File: config.mk
export PLATFORM = sky130hd
export DESIGN_NAME = spm_bank_serializer
export DESIGN_NICKNAME = d
export VERILOG_FILES = /design/src/rtl/spm_bank_serializer_pkg.sv /design/src/rtl/spm_serializer_ctrl.sv /design/src/rtl/spm_bank_serializer.sv
export SDC_FILE = /design/constraint.sdc
export NUM_CORES = 2
export LEC_CHECK = 0
export CORE_AREA = 4 4 653 655
export CTS_BUF_LIST = sky130_fd_sc_hd__clkbuf_8
export CTS_CLUSTER_SIZE = 40
export DETAILED_ROUTE_END_ITERATION = 7
export DIE_AREA = 0 0 657 659
export GPL_TIMING_DRIVEN = 1
export HOLD_SLACK_MARGIN = 0.02
export SYNTH_ARGS = -nofsm -noshare
export SYNTH_HDL_FRONTEND = slang
export SYNTH_SLANG_ARGS = --single-unit
File: constraint.sdc
create_clock -name clk -period 2.4 [get_ports clk]
set_input_delay 0.48 -clock clk [delete_from_list [all_inputs] [get_ports clk]]
set_output_delay 0.48 -clock clk [all_outputs]
set_load 0.05 [all_outputs]
File: src/rtl/spm_bank_serializer_pkg.sv
// Shared scratchpad definitions: lane/bank geometry, per-lane request record,
// serializer state encoding and the conflict-free issue helper.
package spm_bank_serializer_pkg;

    localparam int NUM_LANES  = 16;
    localparam int BANK_SEL_W = 4;
    localparam int BANK_OFF_W = 10;
    localparam int DATA_W     = 32;
    localparam int PERF_W     = 32;

    typedef struct packed {
        logic [BANK_SEL_W-1:0] bank;
        logic [BANK_OFF_W-1:0] offset;
    } sm_bank_address_t;

    typedef struct packed {
        logic [BANK_SEL_W-1:0] bank;
        logic [BANK_OFF_W-1:0] offset;
        logic [DATA_W-1:0]     wdata;
    } spm_lane_req_t;

    typedef enum logic [0:0] {
        SER_IDLE  = 1'b0,
        SER_ISSUE = 1'b1
    } spm_serializer_state_t;

    // Lanes that may go to the crossbar this beat: pending and not blocked by a lower lane.
    function automatic logic [NUM_LANES-1:0] issue_subset(
        input logic [NUM_LANES-1:0] pending,
        input logic [NUM_LANES-1:0] conflicts
    );
        return pending & ~conflicts;
    endfunction

endpackage

File: src/rtl/spm_serializer_ctrl.sv
// Serializer control: IDLE/ISSUE FSM, pending-lane register and optional
// performance counters (enabled by defining SPM_SERIALIZER_PERF_EN).
module spm_serializer_ctrl
    import spm_bank_serializer_pkg::*;
(
    input  logic                 clk,
    input  logic                 reset,
    input  logic                 in_valid,
    input  logic [NUM_LANES-1:0] in_mask,
    input  logic [NUM_LANES-1:0] cd_conflicts,
    input  logic                 out_ready,
    output logic                 in_ready,
    output logic                 in_accept,
    output logic                 out_valid,
    output logic                 out_last,
    output logic [NUM_LANES-1:0] out_issue_mask,
    output logic [NUM_LANES-1:0] pending,
    output logic [PERF_W-1:0]    perf_req_cnt,
    output logic [PERF_W-1:0]    perf_beat_cnt,
    output logic [PERF_W-1:0]    perf_conf_cnt
);

    spm_serializer_state_t state_d, state_q;
    logic [NUM_LANES-1:0]  pending_d, pending_q;
    logic                  conflict_hit_s;

    assign pending        = pending_q;
    assign conflict_hit_s = |(pending_q & cd_conflicts);

    // Next-state, pending update and handshake outputs; everything is masked while reset is high.
    always_comb begin
        state_d        = state_q;
        pending_d      = pending_q;
        in_ready       = 1'b0;
        in_accept      = 1'b0;
        out_valid      = 1'b0;
        out_last       = 1'b0;
        out_issue_mask = {NUM_LANES{1'b0}};
        case (state_q)
            SER_IDLE: begin
                in_ready = !reset;
                if (in_valid && !reset) begin
                    in_accept = 1'b1;
                    pending_d = in_mask;
                    state_d   = SER_ISSUE;
                end else begin
                    state_d = SER_IDLE;
                end
            end
            SER_ISSUE: begin
                if (!reset) begin
                    out_valid      = 1'b1;
                    out_issue_mask = issue_subset(pending_q, cd_conflicts);
                    out_last       = !conflict_hit_s;
                    if (out_ready) begin
                        // Only the lanes that lost arbitration remain for the next beat.
                        pending_d = pending_q & cd_conflicts;
                        if (!conflict_hit_s) begin
                            state_d = SER_IDLE;
                        end else begin
                            state_d = SER_ISSUE;
                        end
                    end else begin
                        pending_d = pending_q;
                    end
                end else begin
                    state_d = SER_ISSUE;
                end
            end
            default: begin
                state_d   = SER_IDLE;
                pending_d = {NUM_LANES{1'b0}};
            end
        endcase
    end

    // State and pending-mask registers.
    always_ff @(posedge clk) begin
        if (reset) begin
            state_q   <= SER_IDLE;
            pending_q <= {NUM_LANES{1'b0}};
        end else begin
            state_q   <= state_d;
            pending_q <= pending_d;
        end
    end

`ifdef SPM_SERIALIZER_PERF_EN
    logic [PERF_W-1:0] req_cnt_d, req_cnt_q;
    logic [PERF_W-1:0] beat_cnt_d, beat_cnt_q;
    logic [PERF_W-1:0] conf_cnt_d, conf_cnt_q;
    logic              beat_fire_s;

    assign beat_fire_s   = out_valid && out_ready;
    assign perf_req_cnt  = req_cnt_q;
    assign perf_beat_cnt = beat_cnt_q;
    assign perf_conf_cnt = conf_cnt_q;

    // Counter increments; natural 32-bit wrap.
    always_comb begin
        req_cnt_d  = req_cnt_q;
        beat_cnt_d = beat_cnt_q;
        conf_cnt_d = conf_cnt_q;
        if (in_accept) begin
            req_cnt_d = req_cnt_q + 32'd1;
        end else begin
            req_cnt_d = req_cnt_q;
        end
        if (beat_fire_s) begin
            beat_cnt_d = beat_cnt_q + 32'd1;
            if (conflict_hit_s) begin
                conf_cnt_d = conf_cnt_q + 32'd1;
            end else begin
                conf_cnt_d = conf_cnt_q;
            end
        end else begin
            beat_cnt_d = beat_cnt_q;
        end
    end

    // Counter registers.
    always_ff @(posedge clk) begin
        if (reset) begin
            req_cnt_q  <= 32'd0;
            beat_cnt_q <= 32'd0;
            conf_cnt_q <= 32'd0;
        end else begin
            req_cnt_q  <= req_cnt_d;
            beat_cnt_q <= beat_cnt_d;
            conf_cnt_q <= conf_cnt_d;
        end
    end
`else
    assign perf_req_cnt  = 32'd0;
    assign perf_beat_cnt = 32'd0;
    assign perf_conf_cnt = 32'd0;
`endif

endmodule

File: src/rtl/spm_bank_serializer.sv
// Scratchpad request serializer: latches one vector request and replays it as
// conflict-free beats using an external bank-conflict detector.
// Optional counters: define SPM_SERIALIZER_PERF_EN.
module spm_bank_serializer
    import spm_bank_serializer_pkg::*;
(
    input  logic                             clk,
    input  logic                             reset,
    input  logic                             in_valid,
    output logic                             in_ready,
    input  logic [NUM_LANES-1:0]             in_mask,
    input  logic [NUM_LANES*BANK_SEL_W-1:0]  in_bank,
    input  logic [NUM_LANES*BANK_OFF_W-1:0]  in_offset,
    input  logic [NUM_LANES*DATA_W-1:0]      in_wdata,
    input  logic                             in_is_store,
    output logic [NUM_LANES*BANK_SEL_W-1:0]  cd_bank,
    output logic [NUM_LANES-1:0]             cd_pending,
    input  logic [NUM_LANES-1:0]             cd_conflicts,
    output logic                             out_valid,
    input  logic                             out_ready,
    output logic [NUM_LANES-1:0]             out_issue_mask,
    output logic [NUM_LANES*BANK_SEL_W-1:0]  out_bank,
    output logic [NUM_LANES*BANK_OFF_W-1:0]  out_offset,
    output logic [NUM_LANES*DATA_W-1:0]      out_wdata,
    output logic                             out_is_store,
    output logic                             out_last,
    output logic [PERF_W-1:0]                perf_req_cnt,
    output logic [PERF_W-1:0]                perf_beat_cnt,
    output logic [PERF_W-1:0]                perf_conf_cnt
);

    spm_lane_req_t [NUM_LANES-1:0] req_d, req_q;
    logic                          is_store_d, is_store_q;
    logic                          in_accept_s;
    logic [NUM_LANES-1:0]          pending_s;

    spm_serializer_ctrl u_ctrl (
        .clk            (clk),
        .reset          (reset),
        .in_valid       (in_valid),
        .in_mask        (in_mask),
        .cd_conflicts   (cd_conflicts),
        .out_ready      (out_ready),
        .in_ready       (in_ready),
        .in_accept      (in_accept_s),
        .out_valid      (out_valid),
        .out_last       (out_last),
        .out_issue_mask (out_issue_mask),
        .pending        (pending_s),
        .perf_req_cnt   (perf_req_cnt),
        .perf_beat_cnt  (perf_beat_cnt),
        .perf_conf_cnt  (perf_conf_cnt)
    );

    // Capture all per-lane fields on acceptance; hold them for the whole request.
    always_comb begin
        req_d      = req_q;
        is_store_d = is_store_q;
        if (in_accept_s) begin
            for (int i = 0; i < NUM_LANES; i++) begin
                req_d[i].bank   = in_bank[i*BANK_SEL_W +: BANK_SEL_W];
                req_d[i].offset = in_offset[i*BANK_OFF_W +: BANK_OFF_W];
                req_d[i].wdata  = in_wdata[i*DATA_W +: DATA_W];
            end
            is_store_d = in_is_store;
        end else begin
            req_d      = req_q;
            is_store_d = is_store_q;
        end
    end

    // Request latch registers.
    always_ff @(posedge clk) begin
        if (reset) begin
            req_q      <= '0;
            is_store_q <= 1'b0;
        end else begin
            req_q      <= req_d;
            is_store_q <= is_store_d;
        end
    end

    // Flatten the latched request back onto the crossbar and detector buses.
    always_comb begin
        out_bank   = {(NUM_LANES*BANK_SEL_W){1'b0}};
        out_offset = {(NUM_LANES*BANK_OFF_W){1'b0}};
        out_wdata  = {(NUM_LANES*DATA_W){1'b0}};
        for (int i = 0; i < NUM_LANES; i++) begin
            out_bank[i*BANK_SEL_W +: BANK_SEL_W]   = req_q[i].bank;
            out_offset[i*BANK_OFF_W +: BANK_OFF_W] = req_q[i].offset;
            out_wdata[i*DATA_W +: DATA_W]          = req_q[i].wdata;
        end
    end

    assign out_is_store = is_store_q;
    assign cd_bank      = out_bank;
    assign cd_pending   = pending_s;

endmodule

---- Yosys cells after proc, flatten, opt, wreduce, memory -nomap -nowiden ----
Index checks and enable logic that the tools add are counted.
storage, ports and cells
  flip-flop bits (word level) ............. 754
  bits of input ports ..................... 773
  logic and storage cells ................. 77
operators by class
  equal/unequal tests ..................... 2
  bitwise operators ....................... 4
  reduce and logical (&&, ||, !) cells .... 5
  mux-type cells .......................... 15
operators with widths
  operator                                               number
  2-to-1 mux 16 bit                                      4
  AND 16 bit                                             2
  case mux 16 bit (2 select lines)                       1
  NOT 16 bit                                             1
  OR reduction 16 bit                                    1
  2-to-1 mux 1 bit                                       9
  logical NOT 1 bit                                      2
  inequality test 2 x 1 -> 1 bit, second input constant  1
  inequality test 2 bit, second input constant           1
  case mux 1 bit (2 select lines)                        1
  AND reduction 2 bit                                    1
  logical AND 1 bit                                      1
  NOT 1 bit                                              1

---- Depth between registers and ports, before layout ----
  word-level depth ........................ 5
  mapped depth ............................ 9

---- By module ----
A second synthesis with hierarchy kept.
unflattened totals
  cell total of the unflattened synthesis .. 2660
  area total of the unflattened synthesis .. 28756.3 µm²
by module, submodules not included
  module               instances  area an instance (µm²)  cells each  sequential area each (µm²)
  spm_bank_serializer  1          27049.7                 2439        14754.2
  spm_serializer_ctrl  1          1706.6                  221         340.3

---- Worst setup path before layout ----
No wires, ideal clock.
  kind .................................... input port to output port
  start point ............................. in reset
  end point ............................... out out_issue_mask[10]
  buffers on the path ..................... 4
  cell stages on the path ................. 6
  path slack .............................. -574 ps
  arrival ................................. 2494 ps
  path through ............................ buf_2 -> clkbuf_1 -> nand2b_1 -> clkbuf_1 -> clkbuf_1 -> nor3b_1
on the way
  longest elaborated chain between the ends .. 2
ends and longest elaborated chain
  what                line                       source
  start: declaration  spm_bank_serializer.sv:8   input logic reset,
  2-to-1 mux 16 bit   spm_serializer_ctrl.sv:51  if (!reset) begin
  2-to-1 mux 16 bit   spm_serializer_ctrl.sv:39  case (state_q)
  end: declaration    spm_bank_serializer.sv:21  output logic [NUM_LANES-1:0] out_issue_mask,
Every way passes these cells.

---- Worst setup path after layout ----
  start point ............................. reg u_ctrl.pending_q[8], in the netlist u_ctrl.pending[8]
  end point ............................... out out_last
on the way
  longest elaborated chain between the ends .. 5
ends and longest elaborated chain
  what                      line                       source
  start: declaration        spm_serializer_ctrl.sv:24  logic [NUM_LANES-1:0] pending_d, pending_q;
  start signal: assignment  spm_serializer_ctrl.sv:81  pending_q <= {NUM_LANES{1'b0}};
  start signal: assignment  spm_serializer_ctrl.sv:84  pending_q <= pending_d;
  AND 16 bit                spm_serializer_ctrl.sv:28  assign conflict_hit_s = |(pending_q & cd_conflicts);
  OR reduction 16 bit       spm_serializer_ctrl.sv:28
  logical NOT 1 bit         spm_serializer_ctrl.sv:54  out_last = !conflict_hit_s;
  2-to-1 mux 1 bit          spm_serializer_ctrl.sv:51
  2-to-1 mux 1 bit          spm_serializer_ctrl.sv:39
  end: declaration          spm_bank_serializer.sv:26  output logic out_last,
Every way passes these cells.

==> summary.md <==
| Metric | Value |
|---|---|
| Die width | `657 um` |
| DR WL/cell | `26.9 um` |
| Final min period | `2920 ps` |
| Placed insts | `10400` |
| CTS tree | `done` |
| Drt total wl | `308000 um` |
| Largest net degree at the start of global routing | `136` |
| Mapped Cells | `3497` |
| Fin. Hold Viols | `0` |
| Max-slew violations | `0` |
| Max-cap viol count | `0` |
| IO Port Bufs | `1608` |
| GR Overflow Total | `0` |
| Detail Route Antenna Nets | `0` |
| Initial antenna violation count | `243` |
| Crit Path Class | `register to output pin` |
| Die area | `433000 um^2` |
| Worst vdd ir | `about 0.4 mV` |
| YS warnings | `0` |
| Post-DP HPWL | `267000 um` |
| Number of H-tree levels | `4` |
| Clk buf depth | `4` |
| Placer congestion estimate | `0.930` |
| Failing checks | `setup timing` |
| DRC | `0` |
| I/O pin count | `1705` |
| Register Area | `between 15000 and 20000 um^2` |
| Internal Power | `26.6 mW` |
| Placed cell areas | `slightly above 50000 um^2` |
| Startpoint types | `register` |
| Max-slew headroom | `0.575` |
| Initial drt markers | `approximately 2000` |
| CP peak stage delay | `350 ps` |
| First-pass GRT wire length | `approximately 380000 um` |
| Dominant synthesized flop cell | `dfxtp_1` |
| Vias per cell | `2.91` |
| Switching Share | `0.406` |
| Pre-antenna DRT Iters | `5` |
| Final Instance Area | `approximately 60000 um^2` |
| Die Span Y | `659 um` |
| Tightest Pin Transition | `about 640 ps` |
| Clk_skew | `94.3 ps` |
| Place WS | `-368 ps` |
| Netlist Area Pre-Place | `29400 um^2` |
| RSZ-0062 raised after global routing | `yes` |
| Setup TNS | `-3090 ps` |
| Synth top area share | `0.513` |
| Fillers | `roughly 48000` |
| Multi-input logic area | `~12000 um^2` |
| Syn Area/Cell | `roughly 8.4 um^2` |
| Crit end category | `output pin` |
| Number of synthesized register bits | `between 700 and 800` |
| Slowest stage cell, crit path | `dfxtp_4` |
| Register share of total power | `0.327` |
| Synth top area cells | `dfxtp_1, nand2b_1, o21ai_0` |
| Worst Path Required | `approximately 1900 ps` |
| EDFF count, synth | `0` |
| Final #Nets | `6540` |
| Cell chain of the critical path | `a22o_1 -> a221oi_2 -> and4_1 -> and2_4 -> buf_12` |
| Clock-pin slew on the worst setup and hold paths | `~60 ps` |
| Area grow syn2layout | `109%` |
| Initial core utilization | `0.0700` |
| Non-Filler Instances | `11500` |
| Core Region | `between 400000 and 500000 um^2` |
| Via count | `33400` |
| Gate power share | `0.334` |
| Power Density | `roughly 730 nW/um^2` |
| Layout cells sized above 1 | `0.208` |
| Cts bufs inserted | `165` |
| Clk pwr share | `0.339` |
| Row cnt | `238` |
| Synth cell types | `21` |
| PnR worst setup slack | `-521 ps` |
| All-layer global routing usage | `0.136` |
| Synth async-reset ratio | `0` |
| Switching power | `roughly 18 mW` |
| Seq/Total Area, Yosys | `0.513` |
| Clock Tree Root | `clkbuf_8` |
| Max Fclk | `342 MHz` |
| Status | `finished, violations left` |
| Leakage | `22.6 nW` |
| Vias in the first global route | `33300` |
| Yosys top cell by area | `dfxtp_1` |
| Clk sinks | `754` |
| Final Cycle Share | `1.22` |
| Hold Path Class | `input port to register` |
| # setup viols final | `17` |
| Fin util | `0.146` |
| Crit path DAT | `about 2400 ps` |
| Clock Latency Late Sink | `about 1000 ps` |
| CP Max Fanout | `2` |
[critical path, delay by kind of cell, from the launching register on]
family / cells / cell delay, ps
and+or+nand+nor: 2 / 500
AOI/OAI and AO/OA: 2 / 440
DFF: 1 / 350
buffers and inverters: 1 / 170
[state kept, by name (all words and copies together), names as in the netlist]
signal,cells
u_ctrl.pending,16
out_wdata,512
out_offset,160
u_ctrl.state_q,1
cd_bank,64
out_is_store,1
[kinds of logic (layout without fill, tap and decap cells)]
group	Yosys count	count (layout)	share of synthesized area
simple gates	1529	1529	0.261
compound gates	778	778	0.135
flops	754	754	0.513
buf+inv	419	2706	0.0852
mux	16	16	0.00545
other cells	1	162	0.000128
[layout by cell type (no fill, tap or decap), types with 18 or more instances in the layout]
master             n
buf_12            47
buf_2             63
buf_4            533
clkbuf_8         199
clkdlybuf4s15_2  281
clkdlybuf4s50_1  771
clkinv_2          18
conb_1            96
dfxtp_1          745
diode_2           66
dlygate4sd3_1    696
inv_1             44
nand2_1          754
nand2b_1         737
o21ai_0          747
[synthesized netlist by cell type, drive strengths merged (4+ instances only)]
| cell | n |
|---|---|
| a221oi | 4 |
| o21ai | 753 |
| nand2 | 754 |
| buf | 253 |
| a2bb2oi | 16 |
| a22o | 4 |
| nor3b | 17 |
| nand2b | 738 |
| clkbuf | 165 |
| mux2i | 16 |
| nor2 | 18 |
| dfxtp | 754 |
[per-layer routing]
metal  vias up  routed length (um)  GRT usage
met5         -                 334          0
met4        52               12600     0.0433
met3       651               49700     0.0988
met2      1779              139000      0.221
met1     15300              107000      0.136
li1      15600                   -          -
[through the flow]
stage	total power [mW]	hold WS [ps]
finish	44.8	199
global route	47.1	102
CTS	46.1	21.3
detailed placement	29.1	463
global placement	29.1	460
floorplan	22.1	589
[layout make-up]
type	instances	area share
well taps	5520	0.113
clock buffers	199	0.0446
flip-flops and latches	754	0.246
repair buffers	2426	0.383
clock inverters	80	0.00919
multi-input cells	2419	0.202
inverters	1	0.000102
diodes	66	0.00269
[final timing paths]
kind                          to  cells after the start  slack, ps              start
setup / recovery        out_last                      5       -520  u_ctrl.pending[8]
hold / removal    out_wdata[207]                      3        200      in_wdata[207]
setup reg to reg  out_wdata[274]                      7        490     u_ctrl.state_q
hold reg to reg   out_wdata[484]                      2        470     out_wdata[484]
[power by group through the flow]
stage	Sequential [mW]	Combinational, mW	Clock, mW
2_1_floorplan	19.1	2.98	0
3_3_place_gp	14.8	14.2	0
3_5_place_dp	14.9	14.2	0
4_1_cts	14.6	15.4	16.1
5_1_grt	14.8	15.9	16.4
6_report	14.7	15.0	15.2
[timing repair]
action | CTS | global route
endpoints found under the setup margin | 389 | 18
buffers inserted | 5 | 1
resized for setup | 1272 | 7
endpoints found under the hold margin | 702 | 0
pin swaps | 6 | 5
hold buffers | 697 | 0
(Power assumes the default switching activity.)
